**src/rtl/uart_rx_fifo_pkg.sv**
```systemverilog
// Shared types and the baud-divider helper for the UART receive path.
package UartPkg;
  localparam int UART_DATA_WIDTH = 8;

  typedef enum logic [2:0] {IDLE, START, DATA, PARITY, STOP, WAIT_IDLE} UartRxState_t;

  // Clock cycles per oversample tick, floored; 0 means the line rate is unreachable.
  function automatic int calc_div(input int clk_hz, input int baud, input int os);
    return int'(longint'(clk_hz) / (longint'(baud) * longint'(os)));
  endfunction
endpackage

```
**src/rtl/uart_rx_fifo_if.sv**
```systemverilog
// Read-side handshake between the receive FIFO and its consumer (the VT100 parser).
interface uart_rx_fifo_if #(parameter int FIFO_DEPTH = 16);
  import UartPkg::*;
  logic [UART_DATA_WIDTH-1:0]     rdData;
  logic                           rdValid;
  logic                           rdReady;
  logic [$clog2(FIFO_DEPTH):0]    fifoCount;

  modport master (output rdData, rdValid, fifoCount, input rdReady);
  modport slave  (input rdData, rdValid, fifoCount, output rdReady);
endinterface

```
**src/rtl/uart_rx_fifo_byte_fifo.sv**
```systemverilog
// Synchronous first-word-fall-through FIFO; a push while full only lands if a pop frees a slot the same cycle.
module byte_fifo #(
  parameter int DEPTH = 16,
  parameter int WIDTH = 8
) (
  input  logic                   clk,
  input  logic                   rst,
  input  logic                   push,
  input  logic [WIDTH-1:0]       push_data,
  input  logic                   pop,
  output logic [WIDTH-1:0]       head,
  output logic                   valid,
  output logic [$clog2(DEPTH):0] count,
  output logic                   drop
);
  localparam int AW = $clog2(DEPTH);
  localparam logic [AW:0] FULL_CNT = (AW+1)'(DEPTH);

  logic [WIDTH-1:0] mem [DEPTH];
  logic [AW-1:0]    wr_ptr, rd_ptr;
  logic             full, do_push, do_pop;

  assign valid   = (count != '0);
  assign full    = (count == FULL_CNT);
  assign do_pop  = pop && valid;
  assign do_push = push && (!full || do_pop);
  assign drop    = push && !do_push;
  // Empty reads as zero so the head has a defined value out of reset.
  assign head    = valid ? mem[rd_ptr] : '0;

  always_ff @(posedge clk) begin
    if (rst) begin
      wr_ptr <= '0;
      rd_ptr <= '0;
      count  <= '0;
    end else begin
      if (do_push) wr_ptr <= wr_ptr + 1'b1;
      if (do_pop)  rd_ptr <= rd_ptr + 1'b1;
      case ({do_push, do_pop})
        2'b10:   count <= count + 1'b1;
        2'b01:   count <= count - 1'b1;
        default: ;
      endcase
    end
  end

  always_ff @(posedge clk) begin
    if (do_push) mem[wr_ptr] <= push_data;
  end
endmodule

```
**src/rtl/uart_rx_fifo.sv**
```systemverilog
// UART receive front end: sync, oversampled 8N1 deframer and FWFT byte FIFO.
// Define UART_PARITY_EN to add an even-parity bit between data and stop.
module uart_rx_fifo
  import UartPkg::*;
#(
  parameter int CLK_FREQUENCY = 100_000_000,
  parameter int BAUD          = 115200,
  parameter int OVERSAMPLE    = 16,
  parameter int FIFO_DEPTH    = 16
) (
  input  logic           clk,
  input  logic           rst,
  input  logic           uartRx,
  uart_rx_fifo_if.master rd,
  output logic           frameError,
  output logic           parityError,
  output logic           overrun
);
  localparam int DIV = calc_div(CLK_FREQUENCY, BAUD, OVERSAMPLE);
  localparam int TW  = (DIV > 1) ? $clog2(DIV) : 1;
  localparam int OW  = $clog2(OVERSAMPLE);
  localparam logic [TW-1:0] TICK_LAST = TW'(DIV - 1);
  localparam logic [OW-1:0] OS_LAST   = OW'(OVERSAMPLE - 1);
  localparam logic [OW-1:0] OS_HALF   = OW'(OVERSAMPLE / 2 - 1);

  generate
    if (DIV < 1) begin : g_bad_div
      $error("uart_rx_fifo: CLK_FREQUENCY/(BAUD*OVERSAMPLE) is zero");
    end
    if (OVERSAMPLE < 8 || (OVERSAMPLE % 2) != 0) begin : g_bad_os
      $error("uart_rx_fifo: OVERSAMPLE must be even and >= 8");
    end
    if (FIFO_DEPTH < 2 || (FIFO_DEPTH & (FIFO_DEPTH - 1)) != 0) begin : g_bad_depth
      $error("uart_rx_fifo: FIFO_DEPTH must be a power of two >= 2");
    end
  endgenerate

  logic rx_meta, rx;
  always_ff @(posedge clk) begin
    if (rst) begin
      rx_meta <= 1'b1;
      rx      <= 1'b1;
    end else begin
      rx_meta <= uartRx;
      rx      <= rx_meta;
    end
  end

  logic [TW-1:0] tick_cnt;
  logic [OW-1:0] os_cnt;
  logic          tick, tick_clr, os_clr, os_half, os_last;

  assign tick    = (tick_cnt == TICK_LAST);
  assign os_half = tick && (os_cnt == OS_HALF);
  assign os_last = tick && (os_cnt == OS_LAST);

  // Divider restarts on the start edge so sampling lands mid-bit.
  always_ff @(posedge clk) begin
    if (rst || tick_clr || tick) tick_cnt <= '0;
    else                         tick_cnt <= tick_cnt + 1'b1;
  end

  always_ff @(posedge clk) begin
    if (rst || os_clr || os_last) os_cnt <= '0;
    else if (tick)                os_cnt <= os_cnt + 1'b1;
  end

  UartRxState_t               state, state_nxt;
  logic [UART_DATA_WIDTH-1:0] shreg;
  logic [2:0]                 bit_idx;
  logic                       shift, push, frame_err, par_bad, drop;
`ifdef UART_PARITY_EN
  logic                       par_err;
`endif

  always_ff @(posedge clk) begin
    if (rst) state <= IDLE;
    else     state <= state_nxt;
  end

  always_comb begin
    state_nxt = state;
    tick_clr  = 1'b0;
    os_clr    = 1'b0;
    shift     = 1'b0;
    push      = 1'b0;
    frame_err = 1'b0;
`ifdef UART_PARITY_EN
    par_err   = 1'b0;
`endif
    case (state)
      IDLE: if (!rx) begin
        state_nxt = START;
        tick_clr  = 1'b1;
        os_clr    = 1'b1;
      end
      START: if (os_half) begin
        os_clr    = 1'b1;
        state_nxt = rx ? IDLE : DATA;
      end
      DATA: if (os_last) begin
        shift = 1'b1;
        if (bit_idx == 3'd7) begin
`ifdef UART_PARITY_EN
          state_nxt = PARITY;
`else
          state_nxt = STOP;
`endif
        end
      end
`ifdef UART_PARITY_EN
      PARITY: if (os_last) begin
        par_err   = (rx != ^shreg);
        state_nxt = STOP;
      end
`endif
      STOP: if (os_last) begin
        if (rx) begin
          push      = !par_bad;
          state_nxt = IDLE;
        end else begin
          frame_err = 1'b1;
          state_nxt = WAIT_IDLE;
        end
      end
      WAIT_IDLE: if (rx) state_nxt = IDLE;
      default:   state_nxt = IDLE;
    endcase
  end

  always_ff @(posedge clk) begin
    if (rst) begin
      shreg      <= '0;
      bit_idx    <= '0;
      frameError <= 1'b0;
      overrun    <= 1'b0;
    end else begin
      frameError <= frame_err;
      if (drop) overrun <= 1'b1;
      if (state == START) bit_idx <= '0;
      else if (shift) begin
        shreg   <= {rx, shreg[UART_DATA_WIDTH-1:1]};
        bit_idx <= bit_idx + 1'b1;
      end
    end
  end

`ifdef UART_PARITY_EN
  // A bad parity bit still waits for the stop check before the byte is thrown away.
  always_ff @(posedge clk) begin
    if (rst) begin
      par_bad     <= 1'b0;
      parityError <= 1'b0;
    end else begin
      parityError <= par_err;
      if (state == START) par_bad <= 1'b0;
      else if (par_err)   par_bad <= 1'b1;
    end
  end
`else
  assign par_bad     = 1'b0;
  assign parityError = 1'b0;
`endif

  byte_fifo #(.DEPTH(FIFO_DEPTH), .WIDTH(UART_DATA_WIDTH)) u_fifo (
    .clk       (clk),
    .rst       (rst),
    .push      (push),
    .push_data (shreg),
    .pop       (rd.rdReady),
    .head      (rd.rdData),
    .valid     (rd.rdValid),
    .count     (rd.fifoCount),
    .drop      (drop)
  );
endmodule

```
**src/flat_wrapper.sv**
```systemverilog
// flat-port wrapper written by rule: the top's interface ports become plain ports
module uart_rx_fifo_flat import UartPkg::*;
#(
  parameter int CLK_FREQUENCY = 100_000_000,
  parameter int BAUD          = 115200,
  parameter int OVERSAMPLE    = 16,
  parameter int FIFO_DEPTH    = 16
)
  (clk, rst, uartRx, frameError, parityError, overrun, rd_rdData, rd_rdValid, rd_fifoCount, rd_rdReady);
  uart_rx_fifo_if #(.FIFO_DEPTH(FIFO_DEPTH)) rd_i ();
  input  logic clk;
  input  logic rst;
  input  logic uartRx;
  output logic frameError;
  output logic parityError;
  output logic overrun;
  output wire logic [$bits(rd_i.rdData)-1:0] rd_rdData;
  output wire logic [$bits(rd_i.rdValid)-1:0] rd_rdValid;
  output wire logic [$bits(rd_i.fifoCount)-1:0] rd_fifoCount;
  input wire logic [$bits(rd_i.rdReady)-1:0] rd_rdReady;
  assign rd_rdData = rd_i.rdData;
  assign rd_rdValid = rd_i.rdValid;
  assign rd_fifoCount = rd_i.fifoCount;
  assign rd_i.rdReady = rd_rdReady;
  uart_rx_fifo #(.CLK_FREQUENCY(CLK_FREQUENCY), .BAUD(BAUD), .OVERSAMPLE(OVERSAMPLE), .FIFO_DEPTH(FIFO_DEPTH)) u_core (.clk(clk), .rst(rst), .uartRx(uartRx), .rd(rd_i), .frameError(frameError), .parityError(parityError), .overrun(overrun));
endmodule
```
**config.mk**
```make
export PLATFORM = sky130hd
export DESIGN_NAME = uart_rx_fifo_flat
export DESIGN_NICKNAME = d
export VERILOG_FILES = /design/src/rtl/uart_rx_fifo_pkg.sv /design/src/rtl/uart_rx_fifo_if.sv /design/src/rtl/uart_rx_fifo_byte_fifo.sv /design/src/rtl/uart_rx_fifo.sv /design/src/flat_wrapper.sv
export SDC_FILE = /design/constraint.sdc
export NUM_CORES = 1
export LEC_CHECK = 0
export CAP_MARGIN = 30
export CORE_MARGIN = 10
export CORE_UTILIZATION = 59
export DETAILED_ROUTE_END_ITERATION = 6
export DONT_BUFFER_PORTS = 1
export GPL_TIMING_DRIVEN = 0
export PLACE_DENSITY = 0.76
export SYNTH_ARGS = -nofsm -noshare
export SYNTH_HDL_FRONTEND = slang
export SYNTH_SLANG_ARGS = --single-unit
export TNS_END_PERCENT = 30
```
**constraint.sdc**
```tcl
create_clock -name clk -period 4.8 [get_ports clk]
set_input_delay 0.96 -clock clk [delete_from_list [all_inputs] [get_ports clk]]
set_output_delay 0.96 -clock clk [all_outputs]
set_load 0.1 [all_outputs]
```
==> impl_metrics.tcl, run 1 <==
set metrics [dict create \
    status "complete, no violations" \
    nets 482 \
    met1_usage 0.221 \
    p_sw_frac 0.187 \
    power.internal_mw 2.46 \
    initial_core_util 0.609 \
    end_kind "primary output" \
    fillers 750 \
    drv_cap 0 \
    crit_buf_inv 2 \
    synth.most_common_cell "edfxtp_1" \
    overflow 0 \
    startpoint_type "flip-flop" \
    yosys.area.top_type "edfxtp_1" \
    use_met3 0.0440 \
    setup_tns_ns 0 \
    routed_wl_um 13700 \
    cpLargestDelayFamily "multiplexers" \
    top_usage_layer "met2" \
    cpMostUsedCell "mux4_2" \
    synth.area.top_cells "edfxtp_1 (55%), dfxtp_1 (13%), mux4_2 (13%)" \
    min_to "u_core.rx$_SDFF_PP1_" \
    root_buffer "clkbuf_16" \
    row_count 39 \
    synthesis.area_mm2 0.00702 \
    path_cells "clkbuf_1 -> buf_2 -> mux4_2 -> mux4_2 -> and2_1" \
    areaGrowthSynthToFinish_pct 13.6 \
    cp_max_fo 10 \
    placed_area_mm2 0.00731 \
    max-slew-margin-rel 0.338 \
    finalCriticalPeriod_ns 4.04 \
    dieArea_mm2 0.0167 \
    vias 3824 \
    synth_edf_count 128 \
    dp_slack_ns 0.933 \
    setup_slack_ns 0.756 \
    first_pass_iters 4 \
    async_flop_share 0 \
    synth_cell_types 46 \
    synth_ff_type "edfxtp_1" \
    pwr-share-clk 0.469 \
    cts_tree "yes" \
    drive_gt1_frac 0.192 \
    r2r_end "u_core.u_fifo.count[4]$_SDFFE_PP0P_" \
    p_seq_frac 0.525 \
    syn_avg_cell_area_um2 15.9 \
    finalPower_mw 3.03 \
    hp-start "u_core.rx_meta$_SDFF_PP1_" \
    clock.fmax_ghz 0.247 \
    grt_pass1_vias 3798 \
    wire_per_inst_um 22.0 \
    min_path_cells 1 \
    grt_setup_unrepaired "false" \
    routabilityCongestion 0.795 \
    ys_seq_elements 173 \
    drtAntennaViolNets 0 \
    portBuffers 0 \
    cts_hold_buf 0 \
    fin_hold_ws_ns 0.410 \
    finalClockSkew_ns 0.00799 \
    post_cts_buffers 0 \
    final-hold-violation-count 0 \
    htreeDepth 4 \
    fin_area_mm2 0.00797 \
    pwr_density_cell_mw_per_mm2 380 \
    r2r_slack_ns 1.38 \
    grt_pass1_wl_um 21600 \
    synth_nets 456 \
    viasPerCell 6.15 \
    p_switching_mw 0.566 \
    clk_pin_slew_worst_paths_ns 0.06 \
    grt_antenna_before_repair 0 \
    crit_type "flip-flop to primary output" \
    synth_commonest_cells "edfxtp_1 (128), dfxtp_1 (45), mux4_2 (40)" \
    die_w_um 129 \
    leakage_nw 2.62 \
    worst_pin_slew_ns 1.00 \
    cp.arrival_ns 3.08 \
    r2r-start "u_core.os_cnt[0]$_SDFFE_PP0N_" \
    post_cts_resized 0 \
    clk_latency_ns 0.42 \
    slew_violations 0 \
    cp_slowest_cell "mux4_2" \
    cts.path.max_buffers 2 \
    synth_top_area_frac 0.548 \
    grt.total_usage 0.175 \
    r2r_cells 10 \
    num_antenna_cells 0 \
    place_hpwl_um 9070 \
    seq_area_frac_synth 0.676 \
    pwr-share-comb 0.007 \
    core_mm2 0.0115 \
    pin_count 21 \
    min_path_type "flip-flop to flip-flop" \
    cts_buffers 17 \
    drc 0 \
    cts_sinks 173 \
    netlist_instances 440 \
    fp.dieH_um 129 \
    max_stage_delay_ns 0.60 \
    ys_warn_count 0 \
    vdd.ir_drop.worst_uv 331 \
    required_ns 3.84 \
    gr-usage-met2 0.287 \
    finalSetupViolCount 0 \
    drt_iter0_markers 314 \
    fin_crit_sh 0.842 \
    grt_max_degree 19 \
]
[power by group through the flow]
stage | logic (mW) | registers, mW | clock network [mW]
2_1_floorplan | 0.0169 | 1.62 | 0
6_report | 0.0206 | 1.59 | 1.42
5_1_grt | 0.0236 | 1.59 | 1.49
4_1_cts | 0.0206 | 1.59 | 1.44
3_3_place_gp | 0.0198 | 1.62 | 0
3_5_place_dp | 0.0205 | 1.62 | 0
[placed cells by master, fill, tap and decap left out, types with 6 or more instances in the layout]
cell       instances
a21oi_1           21
nor2b_1            6
o21ai_0            9
clkbuf_16         17
ha_1              12
nand2_1           20
nor2_1            27
nor3_1             6
edfxtp_1         128
mux4_2            40
dfxtp_1           45
xor2_1             9
nand3_1           19
clkbuf_1          15
and2_1            21
[worst max-delay path by stage]
stage	to	slack, ns	depth (start not counted)
after global placement	rd_rdData[1]	0.25	4
after global routing	rd_rdData[5]	0.61	5
after detailed placement	rd_rdData[1]	0.93	4
after CTS	rd_rdData[1]	0.48	4
final	rd_rdData[5]	0.76	5
after floorplan	rd_rdData[0]	0.58	4
[routing by layer]
metal,routed length (um),vias to the layer above
li1,-,1744
met1,5870,1962
met2,6890,104
met3,665,14
met4,231,0
met5,0,-
[cells by family (layout without fill, tap and decap cells)]
family	Yosys count	count (layout)	share of synthesized area
xor+xnor	14	14	0.0175
flops	173	173	0.676
fa+ha+maj	12	12	0.0214
buf+inv	27	66	0.0169
other cells	1	1	0.000534
compound gates	39	39	0.0328
mux	44	44	0.134
simple gates	130	130	0.100
[final cells by class]
type	instances	area [um2]	area share
Buffer	23	105	0.0132
Tap cell	143	179	0.0225
Clock buffer	18	429	0.0539
Clock inverter	14	195	0.0245
Inverter	4	15.0	0.00188
Sequential cell	173	4740	0.595
Multi-Input combinational cell	240	2150	0.270
Timing Repair Buffer	7	146	0.0184
[metrics by stage]
stage	std cells	util
after floorplan	440	-
after global placement	583	0.625
after detailed placement	588	0.635
after global routing	622	0.692
final	622	0.692
after CTS	620	0.689
[sequential cells by signal, indices dropped and copies added (netlist names), 3 cells and up, named ones only]
register              cells
u_core.u_fifo.mem       128
u_core.shreg              8
u_core.tick_cnt           6
u_core.u_fifo.count       5
u_core.os_cnt             4
u_core.u_fifo.rd_ptr      4
u_core.u_fifo.wr_ptr      4
u_core.bit_idx            3
u_core.state              3
[worst reg2reg max path: stages, from the launching register on]
cell and delay, ns:
dfxtp_1 0.37, ha_1 0.26, nand4_1 0.16, nor4_2 0.82, nor2_1 0.33, xor2_1 0.23, ha_1 0.28, or3_1 0.32
a21oi_1 0.15, a2bb2oi_1 0.09, mux2_2 0.29
No activity file was read; power rests on OpenSTA's default activity.
==> run 2, diff against run 1 <==
clock period = 4.06 ns   (was 4.8 ns; I/O delays follow)
==> impl_metrics.tcl, run 2 (synthesis results as in run 1) <==
set metrics [dict create \
    cts_hold_buf 0 \
    cpMostUsedCell "mux4_2" \
    final-hold-violation-count 0 \
    required_ns 3.25 \
    cts_sinks 173 \
    pwr_density_cell_mw_per_mm2 448 \
    status "complete, no violations" \
    grt_antenna_before_repair 0 \
    r2r_cells 10 \
    fin_hold_ws_ns 0.410 \
    end_kind "primary output" \
    max-slew-margin-rel 0.346 \
    fp.dieH_um 129 \
    viasPerCell 6.05 \
    post_cts_buffers 0 \
    clock.fmax_ghz 0.264 \
    overflow 0 \
    grt.total_usage 0.179 \
    hp-start "u_core.rx_meta$_SDFF_PP1_" \
    grt_pass1_wl_um 22000 \
    first_pass_iters 4 \
    cts_buffers 17 \
    worst_pin_slew_ns 0.980 \
    wire_per_inst_um 22.4 \
    drt_iter0_markers 354 \
    drc 0 \
    routed_wl_um 13900 \
    finalPower_mw 3.56 \
    slew_violations 0 \
    fin_area_mm2 0.00796 \
    clk_latency_ns 0.43 \
    seqCellArea_mm2 0.00474 \
    leakage_nw 2.61 \
    finalClockSkew_ns 0.00767 \
    startpoint_type "flip-flop" \
    core_mm2 0.0115 \
    setup_tns_ns 0 \
    placed_area_mm2 0.00731 \
    largest_reg_flops 128 \
    num_antenna_cells 0 \
    grt_max_degree 19 \
    initial_core_util 0.609 \
    min_path_cells 1 \
    r2r_slack_ns 0.56 \
    cp_slowest_cell "mux4_2" \
    fillers 760 \
    cts.path.max_buffers 2 \
    grt_setup_unrepaired "false" \
    root_buffer "clkbuf_16" \
    r2r_end "u_core.u_fifo.count[4]$_SDFFE_PP0P_" \
    finalCriticalPeriod_ns 3.79 \
    cp.arrival_ns 2.98 \
    portBuffers 0 \
    place_hpwl_um 9050 \
    crit_type "flip-flop to primary output" \
    multiInputGateArea_mm2 0.00216 \
    die_w_um 129 \
    nets 482 \
    areaGrowthSynthToFinish_pct 13.4 \
    drive_gt1_frac 0.196 \
    top_register "u_core.u_fifo.mem" \
    row_count 39 \
    final_cell_mix "edfxtp_1 (128), dfxtp_1 (45), mux4_2 (40)" \
    vias 3761 \
    cp_max_fo 10 \
    clk_pin_slew_worst_paths_ns 0.06 \
    dieArea_mm2 0.0167 \
    finalSetupViolCount 0 \
    path_cells "clkbuf_1 -> buf_2 -> mux4_2 -> mux4_2 -> and2_2" \
    min_path_type "flip-flop to flip-flop" \
    min_to "u_core.rx$_SDFF_PP1_" \
    vdd.ir_drop.worst_uv 315 \
    pin_count 21 \
    fin_crit_sh 0.935 \
    max_stage_delay_ns 0.61 \
    final_common_cell "edfxtp_1" \
    routabilityCongestion 0.791 \
    post_cts_resized 8 \
    reg_top3 "u_core.u_fifo.mem x128, u_core.shreg x8, u_core.tick_cnt x6" \
    drtAntennaViolNets 0 \
    cts_tree "yes" \
    r2r-start "u_core.os_cnt[0]$_SDFFE_PP0N_" \
    grt_pass1_vias 3879 \
    drv_cap 0 \
    htreeDepth 4 \
]
-- run 2: layout make-up --
cell class | count | area share
buffer | 23 | 0.0132
clock buffer | 18 | 0.0539
clock inverter | 14 | 0.0220
inverter | 4 | 0.00189
multi-input combinational | 240 | 0.272
sequential | 173 | 0.596
tap | 143 | 0.0225
timing repair buffer | 7 | 0.0182
-- run 2: where the power goes --
part | internal, mW | leakage [nW] | switching (mW)
registers | 1.88 | 1.55 | 0.00347
clock network | 1.02 | 0.284 | 0.639
logic | 0.00766 | 0.781 | 0.0173
-- run 2: routing by layer --
metal | wire length [um] | track usage | up-vias
met5 | 0 | 0 | -
li1 | - | - | 1739
met4 | 273 | 0.0836 | 0
met2 | 7030 | 0.288 | 106
met3 | 1000 | 0.0469 | 18
met1 | 5610 | 0.224 | 1898
-- run 2: how the worst max path moves through the flow --
| stage | startpoint | endpoint | slack (ns) | cells past startpoint |
|---|---|---|---|---|
| 6_report | flip-flop | rd_rdData[6] | 0.27 | 5 |
| 5_1_grt | flip-flop | rd_rdData[6] | 0.1 | 5 |
| 4_1_cts | u_core.u_fifo.count[3]$_SDFFE_PP0P_ | rd_rdData[6] | 0.16 | 4 |
| 3_5_place_dp | u_core.u_fifo.count[3]$_SDFFE_PP0P_ | rd_rdData[1] | 0.36 | 4 |
| 3_3_place_gp | u_core.u_fifo.count[1]$_SDFFE_PP0P_ | rd_rdData[1] | 0.27 | 4 |
| 2_1_floorplan | u_core.u_fifo.count[1]$_SDFFE_PP0P_ | rd_rdData[0] | 0.49 | 4 |
-- run 2: per-stage QoR --
stage,utilization,std cells,worst slack [ns]
floorplan,-,440,0.487
global placement,0.625,583,0.274
detailed placement,0.635,588,0.357
CTS,0.688,620,0.164
global route,0.691,622,0.0990
finish,0.691,622,0.265
-- run 2: critical path: cells and delay by family, from the launching register on --
| family | cells | cell delay [ns] |
|---|---|---|
| DFF | 1 | 0.36 |
| muxes | 2 | 1.11 |
| and+or+nand+nor | 1 | 0.40 |
| buffers and inverters | 2 | 0.66 |
